File: config.mk
export PLATFORM = sky130hd
export DESIGN_NAME = lsu_split_ctrl
export DESIGN_NICKNAME = d
export VERILOG_FILES = /design/src/rtl/lsu_split_ctrl_pkg.sv /design/src/rtl/lsu_rdata_align.sv /design/src/rtl/lsu_split_ctrl.sv
export SDC_FILE = /design/constraint.sdc
export NUM_CORES = 1
export LEC_CHECK = 0
export CAP_MARGIN = 30
export CORE_ASPECT_RATIO = 0.7
export CORE_MARGIN = 2
export CORE_UTILIZATION = 44
export DETAILED_ROUTE_END_ITERATION = 6
export PLACE_DENSITY = 0.89
export SETUP_SLACK_MARGIN = 0.4
export SYNTH_ARGS = -nofsm -noshare
export SYNTH_HDL_FRONTEND = slang
export SYNTH_SLANG_ARGS = --single-unit
File: constraint.sdc
create_clock -name clk_i -period 6.94 [get_ports clk_i]
set_input_delay 1.388 -clock clk_i [delete_from_list [all_inputs] [get_ports clk_i]]
set_output_delay 1.388 -clock clk_i [all_outputs]
set_load 0.01 [all_outputs]
File: src/rtl/lsu_split_ctrl_pkg.sv
// Shared types and helpers for the load/store split sequencer.
package lsu_split_ctrl_pkg;

  typedef enum logic [2:0] {
    IDLE,
    WAIT_GNT,
    WAIT_RVALID,
    WAIT_GNT_2,
    WAIT_RVALID_2
  } lsu_split_state_e;

  typedef enum logic [1:0] {
    LSU_WORD = 2'b00,
    LSU_HALF = 2'b01,
    LSU_BYTE = 2'b10
  } lsu_type_e;

  // The unused encoding 2'b11 behaves as a word access.
  function automatic lsu_type_e decode_type(input logic [1:0] t);
    case (t)
      2'b01:   return LSU_HALF;
      2'b10:   return LSU_BYTE;
      default: return LSU_WORD;
    endcase
  endfunction

  function automatic logic needs_split(input lsu_type_e t, input logic [1:0] o);
    return ((t == LSU_WORD) && (o != 2'd0)) || ((t == LSU_HALF) && (o == 2'd3));
  endfunction

  // Low nibble is the first access, high nibble the spill into the next word.
  function automatic logic [7:0] be_span(input lsu_type_e t, input logic [1:0] o);
    logic [7:0] base;
    case (t)
      LSU_HALF: base = 8'h03;
      LSU_BYTE: base = 8'h01;
      default:  base = 8'h0F;
    endcase
    return base << o;
  endfunction

endpackage

File: src/rtl/lsu_rdata_align.sv
// Load data realignment: shifts {word1,word0} down by the byte offset, then masks and extends.
module lsu_rdata_align
  import lsu_split_ctrl_pkg::*;
(
  input  logic [31:0] word0_i,
  input  logic [31:0] word1_i,
  input  logic [1:0]  offset_i,
  input  lsu_type_e   type_i,
  input  logic        sign_ext_i,
  output logic [31:0] rdata_o
);

  logic [31:0] shifted;

  assign shifted = 32'({word1_i, word0_i} >> {offset_i, 3'b000});

  always_comb begin
    rdata_o = shifted;
    case (type_i)
      LSU_HALF: rdata_o = {{16{sign_ext_i & shifted[15]}}, shifted[15:0]};
      LSU_BYTE: rdata_o = {{24{sign_ext_i & shifted[7]}}, shifted[7:0]};
      default:  ;
    endcase
  end

endmodule

File: src/rtl/lsu_split_ctrl.sv
// Load/store sequencer; misaligned accesses are split into two bus transactions
// only when LSU_MISALIGNED_EN is defined, otherwise they fault immediately.
module lsu_split_ctrl
  import lsu_split_ctrl_pkg::*;
(
  input  logic        clk_i,
  input  logic        rst_ni,
  input  logic        lsu_req_i,
  input  logic        lsu_we_i,
  input  logic [1:0]  lsu_type_i,
  input  logic        lsu_sign_ext_i,
  input  logic [31:0] lsu_wdata_i,
  input  logic [31:0] adder_result_ex_i,
  output logic        data_req_o,
  output logic [31:0] data_addr_o,
  output logic        data_we_o,
  output logic [3:0]  data_be_o,
  output logic [31:0] data_wdata_o,
  input  logic        data_gnt_i,
  input  logic        data_rvalid_i,
  input  logic        data_err_i,
  input  logic [31:0] data_rdata_i,
  output logic        lsu_addr_incr_req_o,
  output logic        busy_o,
  output logic        done_o,
  output logic        err_o,
  output logic [31:0] lsu_rdata_o
);

  lsu_split_state_e state_q, state_d;
  logic [1:0]  offset_q;
  lsu_type_e   type_q;
  logic        we_q, sign_ext_q;
  logic [31:0] addr_q, word0_q;

  lsu_type_e   type_in, type_cur;
  logic [1:0]  off_in, off_cur;
  logic [31:0] word_addr;
  logic        split_in, split_q;
  logic        accept, latch_word0, be_hi, rdata_valid;
  logic [7:0]  span;
  logic [31:0] wdata_rot, aligned, word0_sel;

  assign type_in   = decode_type(lsu_type_i);
  assign off_in    = adder_result_ex_i[1:0];
  assign word_addr = {adder_result_ex_i[31:2], 2'b00};
  assign split_in  = needs_split(type_in, off_in);
`ifdef LSU_MISALIGNED_EN
  assign split_q   = needs_split(type_q, offset_q);
`else
  assign split_q   = 1'b0;
`endif

  always_comb begin
    state_d             = state_q;
    data_req_o          = 1'b0;
    data_addr_o         = addr_q;
    data_we_o           = we_q;
    lsu_addr_incr_req_o = 1'b0;
    done_o              = 1'b0;
    err_o               = 1'b0;
    off_cur             = offset_q;
    type_cur            = type_q;
    accept              = 1'b0;
    latch_word0         = 1'b0;
    be_hi               = 1'b0;
    rdata_valid         = 1'b0;
    case (state_q)
      IDLE: begin
        off_cur     = off_in;
        type_cur    = type_in;
        data_we_o   = lsu_we_i;
        data_addr_o = word_addr;
`ifdef LSU_MISALIGNED_EN
        accept = lsu_req_i;
`else
        accept = lsu_req_i & ~split_in;
        done_o = lsu_req_i & split_in;
        err_o  = lsu_req_i & split_in;
`endif
        data_req_o = accept;
        if (accept) state_d = data_gnt_i ? WAIT_RVALID : WAIT_GNT;
      end
      WAIT_GNT: begin
        data_req_o = 1'b1;
        if (data_gnt_i) state_d = WAIT_RVALID;
      end
      WAIT_RVALID: begin
        if (data_rvalid_i) begin
          latch_word0 = 1'b1;
          if (data_err_i || !split_q) begin
            done_o      = 1'b1;
            err_o       = data_err_i;
            rdata_valid = ~we_q;
            state_d     = IDLE;
          end else begin
            state_d = WAIT_GNT_2;
          end
        end
      end
`ifdef LSU_MISALIGNED_EN
      WAIT_GNT_2: begin
        data_req_o          = 1'b1;
        lsu_addr_incr_req_o = 1'b1;
        data_addr_o         = word_addr;
        be_hi               = 1'b1;
        if (data_gnt_i) state_d = WAIT_RVALID_2;
      end
      WAIT_RVALID_2: begin
        lsu_addr_incr_req_o = 1'b1;
        if (data_rvalid_i) begin
          done_o      = 1'b1;
          err_o       = data_err_i;
          rdata_valid = ~we_q;
          state_d     = IDLE;
        end
      end
`endif
      default: state_d = IDLE;
    endcase
  end

  assign span      = be_span(type_cur, off_cur);
  assign wdata_rot = 32'({lsu_wdata_i, lsu_wdata_i} >> (6'd32 - {1'b0, off_cur, 3'b000}));
  assign data_be_o    = data_req_o ? (be_hi ? span[7:4] : span[3:0]) : 4'b0000;
  assign data_wdata_o = data_req_o ? wdata_rot : 32'h0;
  assign busy_o       = (state_q != IDLE);
  assign word0_sel    = (state_q == WAIT_RVALID_2) ? word0_q : data_rdata_i;
  assign lsu_rdata_o  = rdata_valid ? aligned : 32'h0;

  lsu_rdata_align u_align (
    .word0_i    (word0_sel),
    .word1_i    (data_rdata_i),
    .offset_i   (offset_q),
    .type_i     (type_q),
    .sign_ext_i (sign_ext_q),
    .rdata_o    (aligned)
  );

  always_ff @(posedge clk_i or negedge rst_ni) begin
    if (!rst_ni) begin
      state_q    <= IDLE;
      offset_q   <= 2'b00;
      type_q     <= LSU_WORD;
      we_q       <= 1'b0;
      sign_ext_q <= 1'b0;
      addr_q     <= 32'h0;
      word0_q    <= 32'h0;
    end else begin
      state_q <= state_d;
      if (accept) begin
        offset_q   <= off_in;
        type_q     <= type_in;
        we_q       <= lsu_we_i;
        sign_ext_q <= lsu_sign_ext_i;
        addr_q     <= word_addr;
      end
      if (latch_word0) word0_q <= data_rdata_i;
    end
  end

endmodule
==> flow_metrics.py, run 1 <==
metrics = {
    "floorplan": {
        "fp-row-count": 29,
        "chipWidth_um": 117.8,
        "start_util": 0.4470,
        "core-area_um2": 8926,
        "pin_count": 212,
        "die_y_um": 83.68,
        "die-area_um2": 9859,
    },
    "clock_network": {
        "h-tree-depth": 2,
        "postCtsSetupBuffers": 0,
        "post_cts_resized": 0,
        "max-clock-path-buffers": 2,
        "clkTransAtPathRegs_ps": 50,
        "cts_buffers": 5,
        "root_buffer": "clkbuf_16",
        "clk_latency_ps": 280,
        "numClockSinks": 38,
        "cts_hold_buf": 0,
        "cts_tree": "done",
    },
    "place": {
        "gp_congestion": 0.8795,
        "dp.cells": 742,
        "place_area_um2": 6056,
        "io_buffers": 208,
        "place.detailed.hpwl_um": 10200,
    },
    "finish": {
        "final_util": 0.6967,
        "fill_cells": 701,
        "areaGrowthSynthToFinish_pct": 55.85,
        "drive_gt1_frac": 0.1725,
        "layout.cells.non_filler": 750,
        "multi_input_area_um2": 2805,
        "finalInstanceArea_um2": 6218,
        "layout.nets": 738,
        "seqCellArea_um2": 950.9,
        "diodes": 0,
    },
    "detailed_routing": {
        "antenna_left": 0,
        "routed_wl_um": 13400,
        "vias": 4375,
        "wl_per_cell_um": 17.86,
        "drtIter0Drc": 243,
        "viasPerCell": 5.833,
        "first_pass_iters": 5,
        "drc_errors": 0,
    },
    "power_and_ir_drop": {
        "vdd_drop_max_mv": 0.1654,
        "leakage_uw": 0.002436,
        "internal-power_uw": 1002,
        "power_density_nw_per_um2": 266.4,
        "power_frac_clock": 0.129,
        "combPwrFrac": 0.659,
        "switching_share": 0.3952,
        "pwr-share-seq": 0.211,
        "p_switching_uw": 654.6,
    },
    "logic_synthesis": {
        "yosysTopAreaCell": "dfrtp_1",
        "post-synth-top-count-cell": "mux2_2",
        "ys_ff_latch": 38,
        "synth_common_cells": "mux2_2, a211oi_1, a21oi_1",
        "ys_seq_area_frac": 0.2383,
        "ys.flop_type": "dfrtp_1",
        "synth_top_area_frac": 0.2383,
        "syn_inst": 452,
        "ys_warn_count": 0,
        "avgSynthCellArea_um2": 8.828,
        "synth_edf_count": 0,
        "synth_cell_types": 41,
        "syn-cell-area_um2": 3990,
        "synthTopCellsByArea": "dfrtp_1, mux2_2, a211oi_1",
        "async_flop_share": 1.000,
    },
    "run": {
        "maxCapViolCount": 0,
    },
    "timing": {
        "finClkSkew_ps": 5.225,
        "finalMaxSlewViolations": 0,
        "fin_setup_tns_ps": 0,
        "tightest_slew_ps": 928.6,
        "finalCritPeriodShare": 0.8130,
        "fin_crit_ps": 5643,
        "setup_viol": 0,
        "rsz0062_at_grt": "false",
        "fmax_ghz": 0.1772,
        "slew_headroom": 0.3802,
        "hold_viol": 0,
    },
    "setup_path": {
        "crit_path_end": "data_be_o[0]",
        "r2r-end": "addr_q[19]$_DFFE_PN0P_",
        "r2r_slack_ps": 4630,
        "cp-end-kind": "primary output",
        "critPathKind": "input pin to primary output",
        "worstPathMaxFanout": 24,
        "arrival_ps": 4250,
        "worst-endpoint-required_ps": 5550,
        "worstSetupStartpointType": "input pin",
        "r2r-start": "state_q[0]$_DFFE_PN0P_",
        "rr_worst_depth": 3,
        "cp-startpoint": "lsu_type_i[0]",
    },
    "grt": {
        "grt_pass1_wl_um": 21710,
        "antenna_found_initial": 0,
        "grt_max_degree": 69,
        "grtUsageTotal": 0.2669,
        "grt-ovfl-total": 0,
        "grt_pass1_vias": 4367,
    },
    "status": {
        "outcome": "complete, no violations",
    },
    "hold_path": {
        "min_path_type": "flop to flop",
    },
}
==> final cells by class <==
class / count / share of cell area
flip-flops and latches: 38 / 0.1529
clock buffers: 5 / 0.02012
well taps: 124 / 0.02495
inverters: 8 / 0.004829
repair buffers: 214 / 0.3445
multi-input cells: 359 / 0.4511
clock inverters: 2 / 0.001610
==> per-stage QoR <==
step,worst slack [ps],hold WS [ps],power [uW]
6_report,1297,498.8,1656
4_1_cts,1168,502.3,1650
3_3_place_gp,1282,483.0,1387
2_1_floorplan,2658,473.7,1031
5_1_grt,1103,516.5,1775
3_5_place_dp,1197,490.0,1427
==> registers in the layout (all words and copies together), names as in the netlist <==
signal,cells
addr_q,30
offset_q,2
sign_ext_q,1
state_q,2
type_q,2
we_q,1
==> placed cells by master, fill, tap and decap left out, types with 2 or more instances in the layout <==
master / netlist / final
mux4_2: 4 / 4
clkinv_2: 0 / 2
and2_1: 2 / 2
o21ai_0: 8 / 8
clkbuf_16: 0 / 5
nand2_1: 13 / 13
clkdlybuf4s50_1: 0 / 207
a21oi_1: 56 / 56
mux2_2: 81 / 81
mux2i_1: 23 / 23
nand2b_1: 8 / 8
inv_1: 7 / 7
nor2_1: 17 / 17
dfrtp_1: 38 / 38
ha_1: 6 / 6
conb_1: 1 / 3
or3_1: 2 / 2
and3_1: 32 / 32
nor3_1: 2 / 2
nand3_1: 11 / 10
a211oi_1: 72 / 72
buf_4: 7 / 5
==> cell families after synthesis <==
kind of cell    synth area share
buf+inv                  0.06522
compound gates            0.2336
fa+ha+maj                0.01881
simple gates              0.1308
mux                       0.3123
other cells            0.0009398
flops                     0.2383
==> critical path, stage by stage <==
cell and delay, ps:
clkdlybuf4s50_1 510, inv_1 60, ha_1 310, a21o_1 170, a22oi_1 300, a22oi_2 280
buf_4 310, nor4b_1 320, clkdlybuf4s50_1 610
==> how the worst min path moves through the flow <==
stage / end / slack (ps) / depth (start not counted) / start
after floorplan: addr_q[10]$_DFFE_PN0P_ / 470 / 1 / addr_q[10]$_DFFE_PN0P_
after global placement: addr_q[8]$_DFFE_PN0P_ / 480 / 1 / addr_q[8]$_DFFE_PN0P_
after detailed placement: addr_q[23]$_DFFE_PN0P_ / 490 / 1 / addr_q[23]$_DFFE_PN0P_
after CTS: addr_q[23]$_DFFE_PN0P_ / 500 / 1 / addr_q[23]$_DFFE_PN0P_
after global routing: addr_q[30]$_DFFE_PN0P_ / 520 / 1 / addr_q[30]$_DFFE_PN0P_
final: addr_q[13]$_DFFE_PN0P_ / 500 / 1 / addr_q[13]$_DFFE_PN0P_
==> power groups by stage <==
stage	clock network, uW	registers (uW)	logic (uW)
4_1_cts	218	350	1080
2_1_floorplan	0	329	702
3_5_place_dp	0	353	1070
6_report	214	350	1090
3_3_place_gp	0	344	1040
5_1_grt	228	362	1180
==> per-layer routing <==
metal | routed length, um | vias up | GRT usage
li1 | - | 2064 | -
met1 | 5582 | 2074 | 0.3268
met2 | 6409 | 210 | 0.4656
met3 | 1074 | 27 | 0.07377
met4 | 331 | 0 | 0.06681
met5 | 0 | - | 0
Note: power is estimated with default switching activity, not from simulation.
==> run 2, diff against run 1 <==
- CORE_UTILIZATION: 44 -> 41
- PLACE_DENSITY: 0.89 -> 0.83
- clock period: 6.94 -> 5.81 ns (I/O delays scaled with it)
==> flow_metrics.py, run 2 (synthesis results as in run 1) <==
metrics = {
    "timing": {
        "fin_setup_tns_ps": 0,
        "hold_viol": 0,
        "finClkSkew_ps": 7.410,
        "rsz0062_at_grt": "false",
        "fmax_ghz": 0.1932,
        "finalCritPeriodShare": 0.8909,
        "setup_ws_ps": 633.9,
        "fin_crit_ps": 5176,
        "tightest_slew_ps": 911.6,
        "slew_headroom": 0.3915,
        "setup_viol": 0,
        "finalMaxSlewViolations": 0,
    },
    "hold_path": {
        "hold-path-endpoint": "addr_q[16]$_DFFE_PN0P_",
        "min_from": "addr_q[16]$_DFFE_PN0P_",
        "min_path_cells": 1,
        "min_path_type": "flop to flop",
    },
    "setup_path": {
        "critPathKind": "input pin to primary output",
        "r2r-end": "addr_q[25]$_DFFE_PN0P_",
        "rr_worst_depth": 3,
        "arrival_ps": 4010,
        "worst-endpoint-required_ps": 4650,
        "worstPathMaxFanout": 21,
        "worstSetupStartpointType": "input pin",
        "r2r_slack_ps": 3540,
        "cp-end-kind": "primary output",
        "r2r-start": "state_q[0]$_DFFE_PN0P_",
    },
    "finish": {
        "layout.nets": 738,
        "final_util": 0.6481,
        "top_register": "addr_q",
        "final_common_cell": "clkdlybuf4s50_1",
        "finalInstanceArea_um2": 6203,
        "largest_reg_flops": 30,
        "fill_cells": 805,
        "diodes": 0,
        "drive_gt1_frac": 0.1725,
        "final_cell_mix": "clkdlybuf4s50_1, mux2_2, a211oi_1, a21oi_1, dfrtp_1",
        "layout.cells.non_filler": 754,
        "areaGrowthSynthToFinish_pct": 55.47,
    },
    "floorplan": {
        "start_util": 0.4169,
        "die_y_um": 86.54,
        "fp-row-count": 30,
        "die-area_um2": 10550,
        "pin_count": 212,
        "chipWidth_um": 121.9,
        "core-area_um2": 9572,
    },
    "detailed_routing": {
        "vias": 4266,
        "routed_wl_um": 12920,
        "antenna_left": 0,
        "viasPerCell": 5.658,
        "drtIter0Drc": 186,
        "first_pass_iters": 4,
        "drc_errors": 0,
        "wl_per_cell_um": 17.14,
    },
    "clock_network": {
        "h-tree-depth": 2,
        "clk_latency_ps": 270,
        "cts_buffers": 5,
        "postCtsSetupBuffers": 0,
        "max-clock-path-buffers": 2,
        "cts_hold_buf": 0,
        "root_buffer": "clkbuf_16",
        "clkTransAtPathRegs_ps": 60,
        "post_cts_resized": 0,
        "cts_tree": "done",
        "numClockSinks": 38,
    },
    "grt": {
        "antenna_found_initial": 0,
        "grt-ovfl-total": 0,
        "grt_max_degree": 69,
        "grt_pass1_vias": 4214,
        "grtUsageTotal": 0.2357,
        "grt_pass1_wl_um": 20360,
    },
    "run": {
        "maxCapViolCount": 0,
    },
    "place": {
        "io_buffers": 208,
        "place.detailed.hpwl_um": 9804,
        "dp.cells": 747,
        "place_ws_ps": 682.8,
        "place_area_um2": 6068,
        "gp_congestion": 0.8773,
    },
    "power_and_ir_drop": {
        "power_density_nw_per_um2": 316.2,
        "vdd_drop_max_mv": 0.1647,
        "leakage_uw": 0.002429,
    },
    "status": {
        "outcome": "complete, no violations",
    },
}
[run 2: how the worst max path moves through the flow]
stage / startpoint / slack, ps / end / cells after the start
after global placement: lsu_type_i[0] / 810 / data_be_o[3] / 9
after floorplan: lsu_type_i[0] / 1980 / data_wdata_o[25] / 8
after detailed placement: lsu_type_i[0] / 680 / data_wdata_o[28] / 9
final: lsu_type_i[0] / 630 / data_wdata_o[29] / 9
after CTS: lsu_type_i[0] / 670 / data_wdata_o[21] / 9
after global routing: lsu_type_i[0] / 480 / data_wdata_o[29] / 9
[run 2: worst max-delay path: stages]
cell	delay, ps
clkdlybuf4s50_1	520
inv_1	60
ha_1	320
a21o_1	170
a22oi_1	300
a22oi_2	320
buf_4	310
a211oi_1	250
clkdlybuf4s50_1	590
[run 2: layer usage]
layer / global-route usage / vias up / part of all wire
met5: 0 / - / 0
met4: 0.06061 / 0 / 0.025
met3: 0.04868 / 26 / 0.076
met2: 0.4063 / 183 / 0.48
met1: 0.3031 / 1997 / 0.42
li1: - / 2060 / -
[run 2: stage by stage]
stage | total power [uW] | hold slack, ps
after floorplan | 1231 | 473.7
after global placement | 1671 | 480.9
after detailed placement | 1706 | 491.7
after CTS | 1973 | 506.0
after global routing | 2104 | 520.8
final | 1961 | 502.3
[run 2: power by group]
group          internal [uW]  total [uW]  leakage [uW]  switching, uW
Clock                    155         252     0.0000694           97.4
Sequential               359         419      0.000452           60.6
Combinational            675        1290       0.00191            615
[run 2: area by class of cell]
type / instances / area (um^2) / share of cell area
tap: 128 / 160.2 / 0.02582
inverter: 8 / 30.03 / 0.004841
sequential: 38 / 950.9 / 0.1533
clock inverter: 2 / 10.01 / 0.001614
clock buffer: 5 / 125.1 / 0.02017
multi-input combinational: 359 / 2805 / 0.4522
timing repair buffer: 214 / 2122 / 0.3421
